**src/rtl/stp_packer.sv**
```systemverilog
// stp_packer: collects 16 real samples into a frame of complex words.
// A capture bank fills one sample per accepted cycle; the 16th sample
// copies the frame into an output bank that holds until the next frame
// completes, so a downstream consumer sees stable data after stp_valid.
module stp_packer #(
  parameter int unsigned DW = 16,
  parameter int unsigned N  = 16
) (
  input  logic          CLK,
  input  logic          RST,
  input  logic          fir_valid,
  input  logic [DW-1:0] fir_d,
  input  logic          flush,
  output logic          stp_valid,
  output logic [31:0]   in_d0,
  output logic [31:0]   in_d1,
  output logic [31:0]   in_d2,
  output logic [31:0]   in_d3,
  output logic [31:0]   in_d4,
  output logic [31:0]   in_d5,
  output logic [31:0]   in_d6,
  output logic [31:0]   in_d7,
  output logic [31:0]   in_d8,
  output logic [31:0]   in_d9,
  output logic [31:0]   in_d10,
  output logic [31:0]   in_d11,
  output logic [31:0]   in_d12,
  output logic [31:0]   in_d13,
  output logic [31:0]   in_d14,
  output logic [31:0]   in_d15,
  output logic [7:0]    frame_cnt,
  output logic [3:0]    fill_lvl
);

  localparam int unsigned WORD_W = 32;
  localparam int unsigned IM_W   = 16;
  localparam int unsigned RE_W   = WORD_W - IM_W;
  localparam int unsigned CNT_W  = 8;
  localparam int unsigned LVL_W  = 4;
  localparam logic [LVL_W-1:0] LAST_IDX = LVL_W'(N - 1);

  typedef enum logic {
    S_IDLE = 1'b0,
    S_FILL = 1'b1
  } state_e;

  state_e            state_q, state_d;
  logic [LVL_W-1:0]  fill_q, fill_d;
  logic              accept_c;
  logic              complete_c;
  logic [RE_W-1:0]   sample_c;
  logic [RE_W-1:0]   cap_q [N];
  logic [RE_W-1:0]   out_q [N];
  logic [CNT_W-1:0]  cnt_q;
  logic              vld_q;

  // Real part of the incoming sample, passed through unmodified.
  assign sample_c = RE_W'(fir_d);

  // Flush wins over a coincident sample: the sample is dropped.
  assign accept_c = fir_valid & ~flush;

  // Next-state logic: fill level tracking and frame-complete detection.
  always_comb begin
    state_d    = state_q;
    fill_d     = fill_q;
    complete_c = 1'b0;
    case (state_q)
      S_IDLE: begin
        if (accept_c) begin
          state_d = S_FILL;
          fill_d  = LVL_W'(1);
        end
      end
      S_FILL: begin
        if (flush) begin
          state_d = S_IDLE;
          fill_d  = '0;
        end else if (fir_valid) begin
          if (fill_q == LAST_IDX) begin
            complete_c = 1'b1;
            state_d    = S_IDLE;
            fill_d     = '0;
          end else begin
            fill_d = fill_q + LVL_W'(1);
          end
        end
      end
      default: begin
        state_d = S_IDLE;
        fill_d  = '0;
      end
    endcase
  end

  // FSM state and fill level registers.
  always_ff @(posedge CLK or negedge RST) begin
    if (!RST) begin
      state_q <= S_IDLE;
      fill_q  <= '0;
    end else begin
      state_q <= state_d;
      fill_q  <= fill_d;
    end
  end

  // Capture bank: accepted sample lands at the current fill index.
  always_ff @(posedge CLK or negedge RST) begin
    if (!RST) begin
      for (int unsigned i = 0; i < N; i++) begin
        cap_q[i] <= '0;
      end
    end else if (accept_c) begin
      cap_q[fill_q] <= sample_c;
    end
  end

  // Output bank: loaded only when a frame completes, the last word comes
  // straight from the input so no extra cycle of latency is added.
  always_ff @(posedge CLK or negedge RST) begin
    if (!RST) begin
      for (int unsigned i = 0; i < N; i++) begin
        out_q[i] <= '0;
      end
    end else if (complete_c) begin
      for (int unsigned i = 0; i < N - 1; i++) begin
        out_q[i] <= cap_q[i];
      end
      out_q[N-1] <= sample_c;
    end
  end

  // Frame strobe and wrapping frame counter.
  always_ff @(posedge CLK or negedge RST) begin
    if (!RST) begin
      vld_q <= 1'b0;
      cnt_q <= '0;
    end else begin
      vld_q <= complete_c;
      if (complete_c) begin
        cnt_q <= cnt_q + CNT_W'(1);
      end
    end
  end

  // Frame words: real part on top, imaginary part tied to zero.
  assign in_d0  = {out_q[0],  {IM_W{1'b0}}};
  assign in_d1  = {out_q[1],  {IM_W{1'b0}}};
  assign in_d2  = {out_q[2],  {IM_W{1'b0}}};
  assign in_d3  = {out_q[3],  {IM_W{1'b0}}};
  assign in_d4  = {out_q[4],  {IM_W{1'b0}}};
  assign in_d5  = {out_q[5],  {IM_W{1'b0}}};
  assign in_d6  = {out_q[6],  {IM_W{1'b0}}};
  assign in_d7  = {out_q[7],  {IM_W{1'b0}}};
  assign in_d8  = {out_q[8],  {IM_W{1'b0}}};
  assign in_d9  = {out_q[9],  {IM_W{1'b0}}};
  assign in_d10 = {out_q[10], {IM_W{1'b0}}};
  assign in_d11 = {out_q[11], {IM_W{1'b0}}};
  assign in_d12 = {out_q[12], {IM_W{1'b0}}};
  assign in_d13 = {out_q[13], {IM_W{1'b0}}};
  assign in_d14 = {out_q[14], {IM_W{1'b0}}};
  assign in_d15 = {out_q[15], {IM_W{1'b0}}};

  assign stp_valid = vld_q;
  assign frame_cnt = cnt_q;
  assign fill_lvl  = fill_q;

endmodule

```
**config.mk**
```make
export PLATFORM = sky130hd
export DESIGN_NAME = stp_packer
export DESIGN_NICKNAME = d
export VERILOG_FILES = /design/src/rtl/stp_packer.sv
export SDC_FILE = /design/constraint.sdc
export NUM_CORES = 1
export LEC_CHECK = 0
export CAP_MARGIN = 5
export CORE_MARGIN = 8
export CORE_UTILIZATION = 46
export CTS_BUF_LIST = sky130_fd_sc_hd__clkbuf_4 sky130_fd_sc_hd__clkbuf_8
export CTS_CLUSTER_DIAMETER = 100
export CTS_CLUSTER_SIZE = 25
export DETAILED_ROUTE_END_ITERATION = 12
export GPL_TIMING_DRIVEN = 0
export PLACE_DENSITY_LB_ADDON = 0.2
export SYNTH_ARGS = -nofsm -noshare
export SYNTH_HDL_FRONTEND = slang
export SYNTH_SLANG_ARGS = --single-unit
```
**constraint.sdc**
```tcl
create_clock -name CLK -period 2 [get_ports CLK]
set_clock_uncertainty 0.05 [all_clocks]
set_input_delay 0.5 -clock CLK [delete_from_list [all_inputs] [get_ports CLK]]
set_output_delay 0.5 -clock CLK [all_outputs]
set_load 0.01 [all_outputs]
```
==> results of run 1 <==
## power groups by stage
| stage | Combinational, mW | Clock (mW) | Sequential (mW) |
|---|---|---|---|
| final | 2.89 | 4.18 | 12.4 |
| after global routing | 3.17 | 4.71 | 12.6 |
| after CTS | 2.85 | 4.39 | 12.4 |
| after detailed placement | 2.83 | 0 | 12.6 |
| after global placement | 2.70 | 0 | 12.6 |
| after floorplan | 2.03 | 0 | 12.4 |
## Yosys cell counts
cell type and count:
a211oi_1 1, a21o_1 1, a21oi_1 2, a311o_1 1, a31oi_1 1, and2_0 1
and3b_1 1, buf_2 14, buf_4 289, buf_6 1, clkbuf_1 17, clkbuf_2 1
conb_1 1, dfrtp_1 510, ha_1 5, inv_1 7, mux2_1 21, mux2_2 476
nand2_1 3, nand2b_1 4, nand3_1 4, nand3_2 4, nand3b_2 3, nand3b_4 1
nand4_1 2, nand4b_1 1, nor2_1 4, nor2_2 7, nor2_4 3, nor2b_1 1
nor3_1 6, nor3b_4 1, nor4_1 2, o21a_1 1, o21ai_0 3, o22ai_1 2
o31a_1 1, xnor2_1 2, xor2_1 5
## cell families after synthesis
| logic type | count (synthesis) | synth area share |
|---|---|---|
| multiplexers | 497 | 0.263 |
| buffers and inverters | 329 | 0.110 |
| adder cells (fa/ha/maj) | 5 | 0.00294 |
| AND/OR/NAND/NOR | 48 | 0.0163 |
| AO/OA/AOI/OAI | 13 | 0.00400 |
| flip-flops | 510 | 0.600 |
| other | 1 | 0.000176 |
| XOR/XNOR | 7 | 0.00288 |
## cells in the final DEF (no fill, tap or decap), types with 4 or more instances in the layout
master | Yosys | final
buf_8 | 0 | 6
clkdlybuf4s50_1 | 0 | 18
buf_12 | 0 | 5
dfrtp_1 | 510 | 508
buf_16 | 0 | 5
nand3_1 | 4 | 4
nand2b_1 | 4 | 4
clkbuf_1 | 17 | 17
conb_1 | 1 | 256
buf_2 | 14 | 7
clkbuf_8 | 0 | 26
clkdlybuf4s15_1 | 0 | 18
clkbuf_4 | 0 | 4
nor2_4 | 3 | 10
buf_4 | 289 | 297
inv_1 | 7 | 5
xor2_1 | 5 | 5
mux2_1 | 21 | 21
nand3b_4 | 1 | 4
nor3_1 | 6 | 6
mux2_2 | 476 | 476
dlygate4sd2_1 | 0 | 248
buf_6 | 1 | 22
## through the flow
stage                      util  hold WS (ns)  setup TNS [ns]  total power [mW]  setup WS, ns
after floorplan               -         0.154               0              14.5        0.0460
after global placement    0.569         0.407               -              15.3        -21.68
after detailed placement  0.571         0.409         -307.69              15.5        -0.773
after CTS                 0.582         0.356        -0.00177              19.7      -0.00177
after global routing      0.586         0.408         -0.0259              20.5       -0.0107
final                     0.586         0.386               0              19.5        0.0653
## repair_timing
action	in CTS	in global routing
hold buffers	1	0
gates cloned	1	2
pin swaps	10	2
gates resized for setup	331	41
endpoints found under the hold margin	67	0
setup endpoints to repair	687	554
buffers inserted	29	5
## critical path: cells and delay by family, from the launching register on
| kind | cells | cell delay, ns |
|---|---|---|
| DFF | 1 | 0.47 |
| and+or+nand+nor | 2 | 0.46 |
| muxes | 1 | 0.33 |
| adders and majority gates | 1 | 0.19 |
| buffers and inverters | 2 | 0.29 |
## final cells by class
| cell class | count | area share |
|---|---|---|
| clock inverters | 1 | 0.000610 |
| inverters | 7 | 0.000985 |
| plain buffers | 321 | 0.0927 |
| repair buffers | 330 | 0.115 |
| flip-flops and latches | 510 | 0.479 |
| well taps | 600 | 0.0281 |
| clock buffers | 27 | 0.0137 |
| diodes | 1 | 0.0000938 |
| multi-input cells | 826 | 0.271 |
## metal layers
layer / share of wire / wire length, um / up-vias
met1: 0.40 / 22000 / 6331
met2: 0.51 / 27800 / 290
met3: 0.070 / 3820 / 43
met5: 0 / 0 / -
met4: 0.013 / 719 / 0
li1: - / - / 5502
## final timing paths
| path | slack, ns | cells after the start | endpoint | from |
|---|---|---|---|---|
| max in group asynchronous | 0.26 | 4 | in_d4[28] | RST |
| min in group CLK | 0.42 | 1 | frame_cnt[7] | frame_cnt[7] |
| setup reg to reg | 0.07 | 6 | cap_q[77] | fill_lvl[1] |
| setup / recovery | 0.07 | 6 | cap_q[77] | fill_lvl[1] |
| hold / removal | 0.39 | 2 | in_d13[24] | RST |
| hold reg to reg | 0.42 | 1 | frame_cnt[7] | frame_cnt[7] |
==> results.toml, run 1 <==
[status]
outcome = "finished clean"

[cells_and_area]
regMostFlops = "cap_q"
largest_reg_flops = 240
syn_to_final_growth_pct = 25.4
final_area_mm2 = 0.0267
fillers = 3713
nNetsFinal = 2045
regArea_mm2 = 0.0128
post_route_cells_drive_above_1_share = 0.436
fin_cells = 2623
multi_input_area_mm2 = 0.00722

[pwr]
leakagePower_nw = 14.9
ir_drop_mv = 0.526
p_sw_mw = 4.89
internal-power_mw = 14.6
swShare = 0.251
comb_power_share = 0.148
cellPowerDensity_mw_per_mm2 = 731
seq_power_share = 0.638
clock_power_share = 0.214

[die]
design.core.area_mm2 = 0.0455
start_util = 0.468
num_rows = 78
die_h_um = 231
boundaryPins = 545
die-width_um = 231
die_area_mm2 = 0.0534

[routing]
routed_wl_mm = 54.4
num_vias = 12200
dr.first_iter.drc_count = 490
dr.pass1.iters = 4
ant_nets = 0
wl_per_cell_um = 20.7
drc_errors = 0
via_per_inst = 4.64

[sta]
slew-limit-headroom = 0.348
fmax_ghz = 0.517
setup_viol = 0
period_minus_slack_ns = 1.93
tightest_slew_ns = 0.979
rsz0062_at_grt = "yes"
slew_violations = 0
fin_crit_sh = 0.967
hold_violations = 0

[critical_path]
worst_path_max_delay_cell = "dfrtp_2"
cp.required_ns = 2.47
worst-setup-path-type = "reg2reg"
crit_fanout = 10
cpPeakStageDelay_ns = 0.47
crit_chain = "ha_4, and3b_2, nor3b_4, buf_6, buf_8, mux2_2"
critical_path.endpoint_type = "flop"
cp-start-kind = "flop"
cp_data_arrival_time_ns = 2.40

[logic_synthesis]
synth_top_cell_by_area = "dfrtp_1"
synth_warnings = 0
netlist_area_mm2 = 0.0213
syn_inst = 1410
syn_area_per_cell_um2 = 15.1
synth.top_cell.area_share = 0.600
synth-seq-cells = 510
synth_area_leaders = "dfrtp_1 60%, mux2_2 25%, buf_4 10%"
yosysSeqAreaShare = 0.600
synth_cell_type_count = 39

[global_routing]
use_met2 = 0.343
gr-total-overflow = 0
met3_usage = 0.0536
gr-usage-met1 = 0.242
grt_pass1_wl_mm = 80.6
grt_busiest_layer = "met2"
grt_pass1_vias = 12500
grt_max_degree = 124
grt_usage = 0.195
antenna_found_initial = 1

[clock_network]
clkTransAtPathRegs_ns = 0.15
htree_levels = 1
cts_tree = "built"
cts_buffers = 24
clk_latency_ns = 0.64
clockRootBuffer = "clkbuf_8"
clk_path_buf_depth = 3
clock_sinks = 510

[placed_design]
numPlacedInstances = 2557
port_buffers = 288
dpl_cell_area_mm2 = 0.0260
dpl.hpwl_mm = 39.3
gp_congestion = 0.755

[flow_run]
maxCapViolCount = 0

[worst_hold_path]
hold_class = "in2async"
(Power assumes the default switching activity.)
==> run 2, diff against run 1 <==
- CAP_MARGIN: 5 -> 20
- REMOVE_ABC_BUFFERS: default -> 1
==> run 2 against run 1 <==
  * The run now ends with negative setup slack left
  * Worst hold slack got worse by 0.053 ns
  * Core utilization fell by 0.42 points
  * Via count fell by 6.4%
  * Sequential share of layout area rose by 0.37 points
  * Non-clock buffer count fell by 250
  * Fmax fell by 4.2%
  * Setup slack got worse by 0.085 ns
  * Critical path type is now reg2out
==> results.toml, run 2 (synthesized netlist as in run 1, its figures left out) <==
[placed_design]
numPlacedInstances = 2251
dpl.hpwl_mm = 32.8
gp_congestion = 0.720
dpl_cell_area_mm2 = 0.0240
port_buffers = 288

[sta]
fin_ws_ns = -0.0193
period_minus_slack_ns = 2.02
fmax_ghz = 0.495
slew-limit-headroom = 0.432
slew_violations = 0
fin_crit_sh = 1.01
hold_slack_ns = 0.333
setup_viol = 9
hold_violations = 0
rsz0062_at_grt = "yes"
tightest_slew_ns = 0.850

[routing]
wl_per_cell_um = 21.8
via_per_inst = 4.80
drc_errors = 0
ant_nets = 0
dr.first_iter.drc_count = 593
dr.pass1.iters = 4
num_vias = 11400
routed_wl_mm = 51.8

[pwr]
internal-power_mw = 14.3
ir_drop_mv = 0.670
comb_power_share = 0.132
swShare = 0.251
seq_power_share = 0.649
clock_power_share = 0.219
p_sw_mw = 4.80
cellPowerDensity_mw_per_mm2 = 722
leakagePower_nw = 16.8

[global_routing]
gr-total-overflow = 0
grt_busiest_layer = "met2"
met3_usage = 0.0552
gr-usage-met1 = 0.214
grt_pass1_vias = 11800
grt_pass1_wl_mm = 73.2
grt_usage = 0.173
antenna_found_initial = 0
grt_max_degree = 130
use_met2 = 0.299

[clock_network]
htree_levels = 1
clk_path_buf_depth = 3
cts_buffers = 24
clk_latency_ns = 0.61
cts_tree = "built"
clockRootBuffer = "clkbuf_8"
clock_sinks = 510
clkTransAtPathRegs_ns = 0.15

[critical_path]
cp-start-kind = "flop"
worst_path_max_delay_cell = "dfrtp_1"
path_common_cell = "buf_4"
crit_fanout = 3
r2r_slack_ns = -0.01
crit_start = "fill_lvl[1]"
cpPeakStageDelay_ns = 0.42
critical_path.endpoint_type = "output pin"
worst-setup-path-type = "reg2out"
cp.required_ns = 1.45
crit_chain = "buf_4, buf_4, buf_6"
cp_data_arrival_time_ns = 1.47
r2r-start = "fill_lvl[1]"

[status]
violations = "negative setup slack"
outcome = "finished with violations"

[cells_and_area]
nNetsFinal = 1795
fillers = 3593
regMostFlops = "cap_q"
final_area_mm2 = 0.0265
regArea_mm2 = 0.0128
largest_reg_flops = 240
final_common_cell = "dfrtp_1"
num_antenna_cells = 0
final_cell_mix = "504 x dfrtp_1, 430 x mux2_2, 256 x conb_1"
post_route_cells_drive_above_1_share = 0.375
fin_cells = 2372
multi_input_area_mm2 = 0.00745
syn_to_final_growth_pct = 24.5

[worst_hold_path]
hp-start = "fir_valid"
hold_class = "in2reg"

[die]
die_area_mm2 = 0.0534
design.core.area_mm2 = 0.0455
die_h_um = 231
num_rows = 78
die-width_um = 231
start_util = 0.468
boundaryPins = 545

[flow_run]
maxCapViolCount = 0
[run 2: path summary, 6_finish.rpt]
check	end	depth (start not counted)
worst min register to register	frame_cnt[7]	1
max in group asynchronous	cap_q[78]	4
worst max register to register	in_d13[17]	9
worst max-delay path	fill_lvl[1]	3
min in group asynchronous	in_d0[25]	3
worst min-delay path	state_q	3
[run 2: layer usage]
metal / vias to the layer above / wire [um]
met1: 6063 / 21000
met5: - / 0
li1: 5006 / -
met3: 37 / 3900
met4: 0 / 644
met2: 278 / 26200
[run 2: repair_timing]
| action | in CTS | in global routing |
|---|---|---|
| hold buffers | 2 | 0 |
| endpoints found under the hold margin | 40 | 0 |
| endpoints found under the setup margin | 755 | 755 |
| gates resized for setup | 91 | 325 |
| pin swaps | 5 | 8 |
| buffers inserted | 17 | 51 |
| cloned | 4 | 21 |
[run 2: cell type report]
type	count	share of cell area
clock buffer	26	0.0135
multi-input combinational	826	0.281
timing repair buffer	401	0.193
tap	600	0.0284
clock inverter	2	0.000614
sequential	510	0.482
inverter	7	0.00123
[run 2: power groups by stage]
stage                     sequential (mW)  clock [mW]  combinational (mW)
after floorplan                      12.4           0                1.60
after global placement               12.6           0                2.25
after detailed placement             12.6           0                2.38
after CTS                            12.4        4.40                2.43
after global routing                 12.6        4.73                2.78
final                                12.4        4.18                2.53
[run 2: critical path: cells and delay by family (launching register included)]
kind	cells	cell delay (ns)
flip-flops	1	0.42
buffers and inverters	3	0.44
[run 2: metrics by stage]
step | setup TNS, ns | setup WS, ns | utilization | total power, mW
after global routing | -3.83 | -0.104 | 0.582 | 20.1
after detailed placement | -586.23 | -1.73 | 0.528 | 15.0
after floorplan | -873.87 | -3.39 | - | 14.0
final | -0.0907 | -0.0193 | 0.582 | 19.1
after CTS | -106.27 | -0.375 | 0.543 | 19.2
after global placement | - | -21.72 | 0.517 | 14.8
